$ cat src/rtl/breath_pkg.sv
// Shared types and default constants for the LED breathing-profile sequencer.
package breath_pkg;

    typedef enum logic [1:0] {
        RISE    = 2'd0,
        HOLD_HI = 2'd1,
        FALL    = 2'd2,
        HOLD_LO = 2'd3
    } breath_state_e;

    localparam int DEF_PERIOD_CYC   = 500_000;
    localparam int DEF_STEP         = 2_500;
    localparam int DEF_HOLD_PERIODS = 20;
    localparam int DEF_DEB_CYC      = 1_000_000;
    localparam int DEF_DUTY_W       = 19;

endpackage

$ cat src/rtl/key_debounce.sv
// Push-button debouncer: 2-flop synchronizer, stability counter and a one-cycle
// press pulse on the cycle before an accepted 1->0 level change takes effect.
module key_debounce #(
    parameter int DEB_CYC = 1_000_000
) (
    input  logic clk,
    input  logic rst_n,
    input  logic key_n,
    output logic press
);

    localparam int CNT_W = $clog2(DEB_CYC + 1);
    localparam logic [CNT_W-1:0] CNT_MAX = CNT_W'(DEB_CYC);

    logic             sync1;
    logic             sync2;
    logic             level;
    logic [CNT_W-1:0] cnt;

    // The counter restarts whenever the synchronized level is about to change,
    // so it only saturates once sync2 has been stable for DEB_CYC cycles.
    always_ff @(posedge clk or negedge rst_n) begin
        if (!rst_n) begin
            sync1 <= 1'b1;
            sync2 <= 1'b1;
            level <= 1'b1;
            cnt   <= '0;
        end else begin
            sync1 <= key_n;
            sync2 <= sync1;
            if (sync1 != sync2)
                cnt <= '0;
            else if (cnt != CNT_MAX)
                cnt <= cnt + 1'b1;
            if (cnt == CNT_MAX && sync2 != level)
                level <= sync2;
        end
    end

    assign press = (cnt == CNT_MAX) && level && !sync2;

endmodule

$ cat src/rtl/breath_duty_gen.sv
// Triangular duty-ramp sequencer feeding the LED PWM compare value; advances
// once per PWM period and can be paused/resumed with a debounced push-button.
module breath_duty_gen
    import breath_pkg::*;
#(
    parameter int PERIOD_CYC   = DEF_PERIOD_CYC,
    parameter int STEP         = DEF_STEP,
    parameter int HOLD_PERIODS = DEF_HOLD_PERIODS,
    parameter int DEB_CYC      = DEF_DEB_CYC,
    parameter int DUTY_W       = DEF_DUTY_W
) (
    input  logic              clk,
    input  logic              rst_n,
    input  logic              key_n,
    input  logic              period_end,
    output logic [DUTY_W-1:0] duty,
    output logic              duty_vld,
    output logic              paused,
    output logic [1:0]        state
);

    localparam int HC_W = $clog2(HOLD_PERIODS + 1);
    localparam logic [DUTY_W:0]   PERIOD_X  = (DUTY_W + 1)'(PERIOD_CYC);
    localparam logic [DUTY_W:0]   STEP_X    = (DUTY_W + 1)'(STEP);
    localparam logic [DUTY_W-1:0] DUTY_MAX  = DUTY_W'(PERIOD_CYC);
    localparam logic [DUTY_W-1:0] DUTY_STEP = DUTY_W'(STEP);
    localparam logic [HC_W-1:0]   HOLD_LAST = HC_W'(HOLD_PERIODS - 1);

    breath_state_e     state_q, state_d;
    logic [DUTY_W-1:0] duty_q, duty_d;
    logic [HC_W-1:0]   hold_q, hold_d;
    logic              vld_q, vld_d;
    logic              paused_q, paused_d;
    logic [DUTY_W:0]   sum;
    logic              press;

    key_debounce #(.DEB_CYC(DEB_CYC)) u_key (
        .clk   (clk),
        .rst_n (rst_n),
        .key_n (key_n),
        .press (press)
    );

    always_ff @(posedge clk or negedge rst_n) begin
        if (!rst_n) begin
            state_q  <= RISE;
            duty_q   <= '0;
            hold_q   <= '0;
            vld_q    <= 1'b0;
            paused_q <= 1'b0;
        end else begin
            state_q  <= state_d;
            duty_q   <= duty_d;
            hold_q   <= hold_d;
            vld_q    <= vld_d;
            paused_q <= paused_d;
        end
    end

    // The strobe is gated by the pre-toggle paused value, so a press landing
    // on the same edge still lets that period's update through.
    always_comb begin
        state_d  = state_q;
        duty_d   = duty_q;
        hold_d   = hold_q;
        vld_d    = 1'b0;
        paused_d = paused_q ^ press;
        sum      = {1'b0, duty_q} + STEP_X;
        if (period_end && !paused_q) begin
            vld_d = 1'b1;
            unique case (state_q)
                RISE: begin
                    if (sum >= PERIOD_X) begin
                        duty_d  = DUTY_MAX;
                        state_d = HOLD_HI;
                    end else begin
                        duty_d = sum[DUTY_W-1:0];
                    end
                end
                FALL: begin
                    if (duty_q <= DUTY_STEP) begin
                        duty_d  = '0;
                        state_d = HOLD_LO;
                    end else begin
                        duty_d = duty_q - DUTY_STEP;
                    end
                end
                HOLD_HI, HOLD_LO: begin
                    if (hold_q == HOLD_LAST) begin
                        hold_d  = '0;
                        state_d = (state_q == HOLD_HI) ? FALL : RISE;
                    end else begin
                        hold_d = hold_q + 1'b1;
                    end
                end
                default: state_d = RISE;
            endcase
        end
    end

    assign duty     = duty_q;
    assign duty_vld = vld_q;
    assign paused   = paused_q;
    assign state    = state_q;

endmodule

$ cat config.mk
export PLATFORM = sky130hd
export DESIGN_NAME = breath_duty_gen
export DESIGN_NICKNAME = d
export VERILOG_FILES = /design/src/rtl/breath_pkg.sv /design/src/rtl/key_debounce.sv /design/src/rtl/breath_duty_gen.sv
export SDC_FILE = /design/constraint.sdc
export NUM_CORES = 1
export LEC_CHECK = 0
export CORE_MARGIN = 1.5
export CORE_UTILIZATION = 60
export CTS_BUF_LIST = sky130_fd_sc_hd__clkbuf_2
export CTS_CLUSTER_SIZE = 16
export DETAILED_ROUTE_END_ITERATION = 10
export GPL_ROUTABILITY_DRIVEN = 0
export GPL_TIMING_DRIVEN = 0
export HOLD_SLACK_MARGIN = 0.06
export PLACE_DENSITY_LB_ADDON = 0.1
export SLEW_MARGIN = 20
export SYNTH_ARGS = -nofsm -noshare
export SYNTH_HDL_FRONTEND = slang
export SYNTH_SLANG_ARGS = --single-unit
export TNS_END_PERCENT = 5
$ cat constraint.sdc
create_clock -name clk -period 5.6 [get_ports clk]
set_input_delay 0.84 -clock clk [delete_from_list [all_inputs] [get_ports clk]]
set_output_delay 0.84 -clock clk [all_outputs]
set_load 0.02 [all_outputs]
* Yosys cells after proc, flatten, opt, wreduce, memory -nomap -nowiden
Index checks and enable logic that the tools add are counted.
** Word-level totals
- Register bits :: 51
- Input bits :: 4
- Output and inout bits :: 23
- Logic and storage cells :: 52
** Operators by class
- $add $sub $neg :: 4
- $lt $le $gt $ge :: 2
- Eq/ne operators :: 11
- Mux-type cells :: 12
- Bitwise logic cells :: 1
- Reduce and logical (&&, ||, !) cells :: 13
** Operators by type and width (number)
- 2-to-1 mux 20 bit :: 2
- 2-to-1 mux 19 bit :: 2
- one-hot mux 19 bit (2 select lines) :: 1
- adder 19 x 12 -> 20 bit (second input constant) :: 1
- adder 20 x 1 -> 20 bit (second input constant) :: 1
- == test 20 bit (second input constant) :: 1
- greater-or-equal comparator 20 x 19 -> 1 bit (second input constant) :: 1
- != test 20 bit (second input constant) :: 1
- less-or-equal comparator 19 x 12 -> 1 bit (second input constant) :: 1
- subtractor 19 x 12 -> 19 bit (second input constant) :: 1
- 2-to-1 mux 2 bit :: 4
- != test 2 bit (second input constant) :: 3
- one-hot mux 2 bit (3 select lines) :: 1
- adder 5 x 1 -> 5 bit (second input constant) :: 1
- == test 5 bit (second input constant) :: 1
- 2-to-1 mux 5 bit :: 1
- == test 2 bit (second input constant) :: 2
- logical AND 1 bit :: 4
- AND reduction 2 bit :: 2
- AND reduction 4 bit :: 1
- nonzero test 2 bit :: 2
- == test 2 x 1 -> 1 bit (second input constant) :: 1
- zero test 1 bit :: 2
- zero test 2 bit :: 1
- 4 further kinds :: 5

* Longest topological paths before layout
- Word-level depth :: 4
- Gate-level depth with buffers :: 11
- Gate-level depth less buffers :: 9

* By module
A second synthesis with hierarchy kept.
** Second synthesis, totals
- Cells, all modules :: 416
- Area total of the unflattened synthesis :: 3533.4 um^2
** By module, submodules not included
- breath_duty_gen :: times used 1, cells an instance 290, area each 2326.0 um^2, sequential area each 650.6 um^2
- key_debounce :: times used 1, cells an instance 126, area each 1207.4 um^2, sequential area each 579.3 um^2

* Worst setup path after synthesis
Ideal clock, no wire load.
- Kind :: flip-flop to flip-flop
- Start :: register duty_q[2] (netlist: duty[2])
- End :: register state_q[1] (netlist: state[1])
- Library setup time :: 0.125 ns
- Data arrival time :: 2.710 ns
- Required time :: 5.475 ns
- Path slack :: 2.765 ns
- Cell stages (with the launch flop) :: 10
- Buffers on the path :: 2
- Period minus slack after synthesis :: 2.835 ns
- Cells stage by stage :: dfrtp_1 -> clkbuf_1 -> and4_1 -> clkbuf_1 -> mux2_2 -> o32a_1 -> o41a_1 -> o21a_1 -> o31a_2 -> mux2_4
** On the way
- Cells in the longest elaborated chain, start to end :: 4
- Elaborated cells on any way between the ends :: 6
- Classes of those cells :: add/sub (1); order compare (2); eq/ne (2); reduce/logical (1)
** RTL lines
- start: declaration :: line breath_duty_gen.sv:30 : logic [DUTY_W-1:0] duty_q, duty_d;
- start signal: assignment :: line breath_duty_gen.sv:53 : duty_q <= duty_d;
- adder 19 x 12 -> 20 bit :: line breath_duty_gen.sv:68 : sum = {1'b0, duty_q} + STEP_X;
- greater-or-equal comparator 20 x 19 -> 1 bit :: line breath_duty_gen.sv:73 : if (sum >= PERIOD_X) begin
- != test 2 bit (no line)
- AND reduction 4 bit (no line) (*)
- end signal: assignment :: line breath_duty_gen.sv:52 : state_q <= state_d;
- end: declaration :: line breath_duty_gen.sv:29 : breath_state_e state_q, state_d;
Mark *: on every way between the ends. The rest lies on a longest branch, timed or not.
A chain may end at the register's enable or synchronous reset.

* Final worst setup path
- Start :: register duty_q[3] (netlist: duty[3])
- End :: register duty_q[16] (netlist: duty[16])
** On the way
- Cells in the longest elaborated chain, start to end :: 4
- Elaborated cells on any way between the ends :: 7
- Classes of those cells :: add/sub (2); order compare (2); mux (3)
** RTL lines
- adder 19 x 12 -> 20 bit :: line breath_duty_gen.sv:68
- greater-or-equal comparator 20 x 19 -> 1 bit :: line breath_duty_gen.sv:73
- 2-to-1 mux 19 bit :: line breath_duty_gen.sv:73
- one-hot mux 19 bit (2 select lines) (*) :: line breath_duty_gen.sv:71 : unique case (state_q)
Marks and branches as above.

==> impl.org <==
** Synthesis
- The synthesized design spends more area on one cell type than any other, namely dfrtp_1.
- Gate count after technology mapping :: 392
- Synth Area in XOR/XNOR :: 0.0611
- Ys async rst share :: 1.00
- Number of flip-flops and latches in the synthesized netlist :: roughly 50
- Each instance of the synthesized netlist takes up on average 8.42 um2.
- Count of flip-flops with a built-in enable after synthesis :: 0
- Counting instances in the post-synthesis netlist gives the leading cell types as 51 x nor2_1, 46 x dfrtp_1, 23 x nand3_1.
- Summing every instance area after synthesis gives roughly 3300 um2.
- Top-area cell type share of the netlist area :: 0.349
- Complex-gate fraction of the synthesized area :: 0.184
- Number of distinct library cells after synthesis :: 62
- The portion of synthesized area spent on multiplexers is 0.0300.
- Of the total synthesized cell area, the portion taken by AND, OR, NAND and NOR gates is 0.254.
- For this run, the number of Yosys warnings is 0.
- Yosys attributes the largest share of cell area to dfrtp_1 35%, nor2_1 5.8%, ha_1 3.8%, nand3_1 3.5%, xor2_1 3.5%.
- Among all flip-flop cells after synthesis, the most frequent one is dfrtp_1.
- Combinational family with the most area after synthesis :: simple AND/OR/NAND/NOR gates
- Sequential fraction of the synthesis area :: 0.373
- Of the total synthesized cell area, the portion taken by full adders, half adders and majority gates is 0.0379.
- Yosys instantiated no cell more often than nor2_1.

** Power and ir drop
- Combinational cell fraction of total power :: 0.601
- Total power draw :: 1.83 mW
- Net switching power :: 883 uW
- Dividing total power by cell area gives a power density of 493 nW/um2.
- Clock share of power :: 0.104
- Switching part of the total :: 0.483
- Worst supply voltage drop on vdd :: 0.000441 V
- Of the total power, registers draw 0.295.
- Cell internal power was estimated by the tool at 947 uW.
- Leakage power :: 1.46 nW

** Critical path
- STA puts the critical path data required time at 5.97 ns.
- The worst setup path is captured at a flip-flop.
- Cell type of the slowest stage on the worst timing path :: o31ai_1
- Kind of start point of the critical path :: flip-flop
- CP peak stage delay :: 0.63 ns
- Maximum fanout along the worst path :: 8
- Top delay family on crit path :: compound AO/OA/AOI/OAI gates
- Setup CP Type :: flip-flop to flip-flop
- Sequence of cells on the critical path :: clkbuf_1 -> inv_1 -> ha_1 -> or3b_1 -> and4_2 -> o31ai_1 -> nand2b_1 -> o31ai_1 -> a22oi_1 -> a21oi_1
- Critical path arrival :: 3.49 ns
- Most frequent cell on the critical path :: o31ai_1
- Number of buffers and inverters on the critical path :: 2

** Global routing
- Overflow after GRT :: 0
- The first global-routing pass estimated about 14000 um of wire.
- Met1 usage in global routing :: 0.415
- Met3 GRT Util :: 0.0440
- The via count of the first global-routing pass was about 3000.
- All-Layer GR Usage :: 0.288
- Largest net degree at the start of global routing :: 33
- After global routing, the most crowded layer is met2.
- In the global route stage, met2 resource usage came out at 0.439.
- The initial antenna violation count was 0.

** Finish
- Fill cells in the final layout number between 400 and 500.
- Count of inserted antenna diode cells :: 0
- Share of cells above drive strength 1 :: 0.0681
- The net count of the finished layout is 439.
- Synthesis-to-layout area growth :: 12.5%

** Drt
- Final wirelength :: 7950 um
- Vias per cell :: 6.32
- Routed vias :: 3133
- The pre-antenna-repair detailed-routing pass consisted of 5 iterations.
- In the final routed layout, each cell accounts on average for 16.0 um.
- The count of nets left with antenna violations once routing finished came out at 0.
- Detailed router's first-iteration violation count :: approximately 370
- Detailed-route DRC error count :: 0

** Timing
- Worst slew pin tran :: 0.842 ns
- Derived from the worst setup path, the maximum achievable clock frequency is between 0.3 and 0.4 GHz.
- The smallest clock period supported by the final layout is computed as 3.12 ns.
- Setup violations remaining at the end of the flow were counted as 0.
- Final Hold Violating Endpoints :: 0
- Unrepaired setup endpoints after global routing :: false
- In this run the tightest slew margin relative to its limit is 0.431.
- After routing, the total negative slack on setup checks comes to 0 ns.
- Part of the cycle the worst path needs :: 0.556
- Final slew viol count :: 0
- Worst clock skew :: between 0.015 and 0.02 ns

** Outcome
- Result of the run :: finished clean

** Floorplan
- 27 I/O pins were placed.
- The core region is between 5000 and 6000 um2.
- Horizontal die dimension :: 77.2 um
- Die Span Y :: roughly 77 um
- Initial core utilization :: 0.634
- Row Count :: 26
- Area enclosed by the die boundary :: around 6000 um2

** CTS
- No sink is reached through more buffers than the 2 on the longest clock path.
- Post-cts resize count :: 0
- Buffer count from post-CTS setup fixing :: 0
- Counting every sink on the clock net gives 49.
- The number of hold buffers added after CTS was 0.
- The later pin in the worst-skew pair is clocked with a latency of 0.44 ns.
- The root buffer cell chosen for the clock tree is clkbuf_2.
- Clock-pin slew was measured on the worst setup and hold paths at 0.26 ns.
- Clock buffer count from CTS :: 5
- Number of H-tree branching levels :: 2
- TritonCTS built the clock tree.

** Place
- Count of port buffers added during placement :: 24
- Placed wire-length estimate after detailed placement :: 5760 um

** Run
- Across the run, the number of max-cap violations was 0.

** Min path
- Class of the tightest hold or removal check :: primary input to async pin
==> logic make-up (layout without fill, tap and decap cells) <==
kind of cell               Yosys count  after routing
adders and majority gates           10             10
and+or+nand+nor                    161            161
other                                1              2
buffers and inverters               46             79
AOI/OAI and AO/OA                   93             93
muxes                                9              9
DFF                                 49             49
xor gates and xnor gates            23             23
==> path summary, 6_finish.rpt <==
| kind | start | end | slack [ns] | cells past startpoint |
|---|---|---|---|---|
| min reg2reg | u_key.sync1 | u_key.sync2 | 0.40 | 0 |
| min in group clk | u_key.sync1 | u_key.sync2 | 0.40 | 0 |
| max in group asynchronous | rst_n | u_key.level | 4.75 | 2 |
| min | rst_n | hold_q[2] | 0.29 | 1 |
| max | duty[3] | duty[16] | 2.48 | 10 |
| max reg2reg | duty[3] | duty[16] | 2.48 | 10 |
==> layer usage <==
metal / part of all wire / up-vias / wire, um
met5: 0 / - / 0
met4: 0.017 / 0 / 133
met3: 0.073 / 19 / 577
met2: 0.44 / 140 / 3480
met1: 0.47 / 1494 / 3760
li1: - / 1480 / -
==> layout make-up <==
type / instances / area (um2) / area share
Multi-Input combinational cell: 298 / 1880 / 0.506
Sequential cell: 49 / 1230 / 0.331
Inverter: 15 / 56.3 / 0.0152
Buffer: 31 / 139 / 0.0374
Tap cell: 70 / 87.6 / 0.0236
Timing Repair Buffer: 25 / 255 / 0.0688
Clock inverter: 3 / 41.3 / 0.0111
Clock buffer: 5 / 25.0 / 0.00674
==> power by group through the flow <==
stage	Clock (mW)	Combinational [mW]	Sequential, mW
after floorplan	0	0.676	0.601
after global placement	0	1.05	0.539
after global routing	0.208	1.20	0.555
after detailed placement	0	1.07	0.544
final	0.191	1.10	0.539
after CTS	0.194	1.07	0.537
==> placed cells by master, fill, tap and decap left out, types with 3 or more instances in the layout <==
master / n
xor2_1: 13
o31ai_1: 6
nor2_1: 51
and3_1: 4
a31oi_1: 8
o22ai_1: 3
ha_1: 10
o21ai_0: 20
nand4_1: 10
o211ai_1: 3
xnor2_1: 10
a21oi_1: 16
nor2b_1: 7
a32oi_1: 4
a21o_1: 6
o21ai_1: 7
clkbuf_2: 6
mux2i_1: 5
nand3_1: 23
or3_1: 4
dfstp_2: 3
inv_1: 15
clkdlybuf4s50_1: 23
dfrtp_1: 46
nand2_1: 18
nand2b_1: 4
buf_2: 6
nor4_1: 4
mux2_2: 3
nor4b_1: 4
nand3b_1: 4
nor3b_1: 4
clkbuf_1: 21
nor3_1: 13
==> stage by stage <==
step                      setup WS (ns)  utilization  cells  area, um2  hold WS, ns
after global placement             2.30        0.698    487       3630        0.367
after CTS                          2.57        0.713    496       3710        0.293
after floorplan                    2.76            -    393       3300        0.360
after detailed placement           2.53        0.700    488       3650        0.371
final                              2.48        0.713    496       3710        0.289
after global routing               2.25        0.713    496       3710        0.294
==> registers in the layout, summed over array words and instances, names as in the netlist <==
register,flops
duty,17
duty_vld,1
hold_q,5
paused,1
state,2
u_key.cnt,20
u_key.level,1
u_key.sync1,1
u_key.sync2,1
Power figures use the tool's default switching activity.
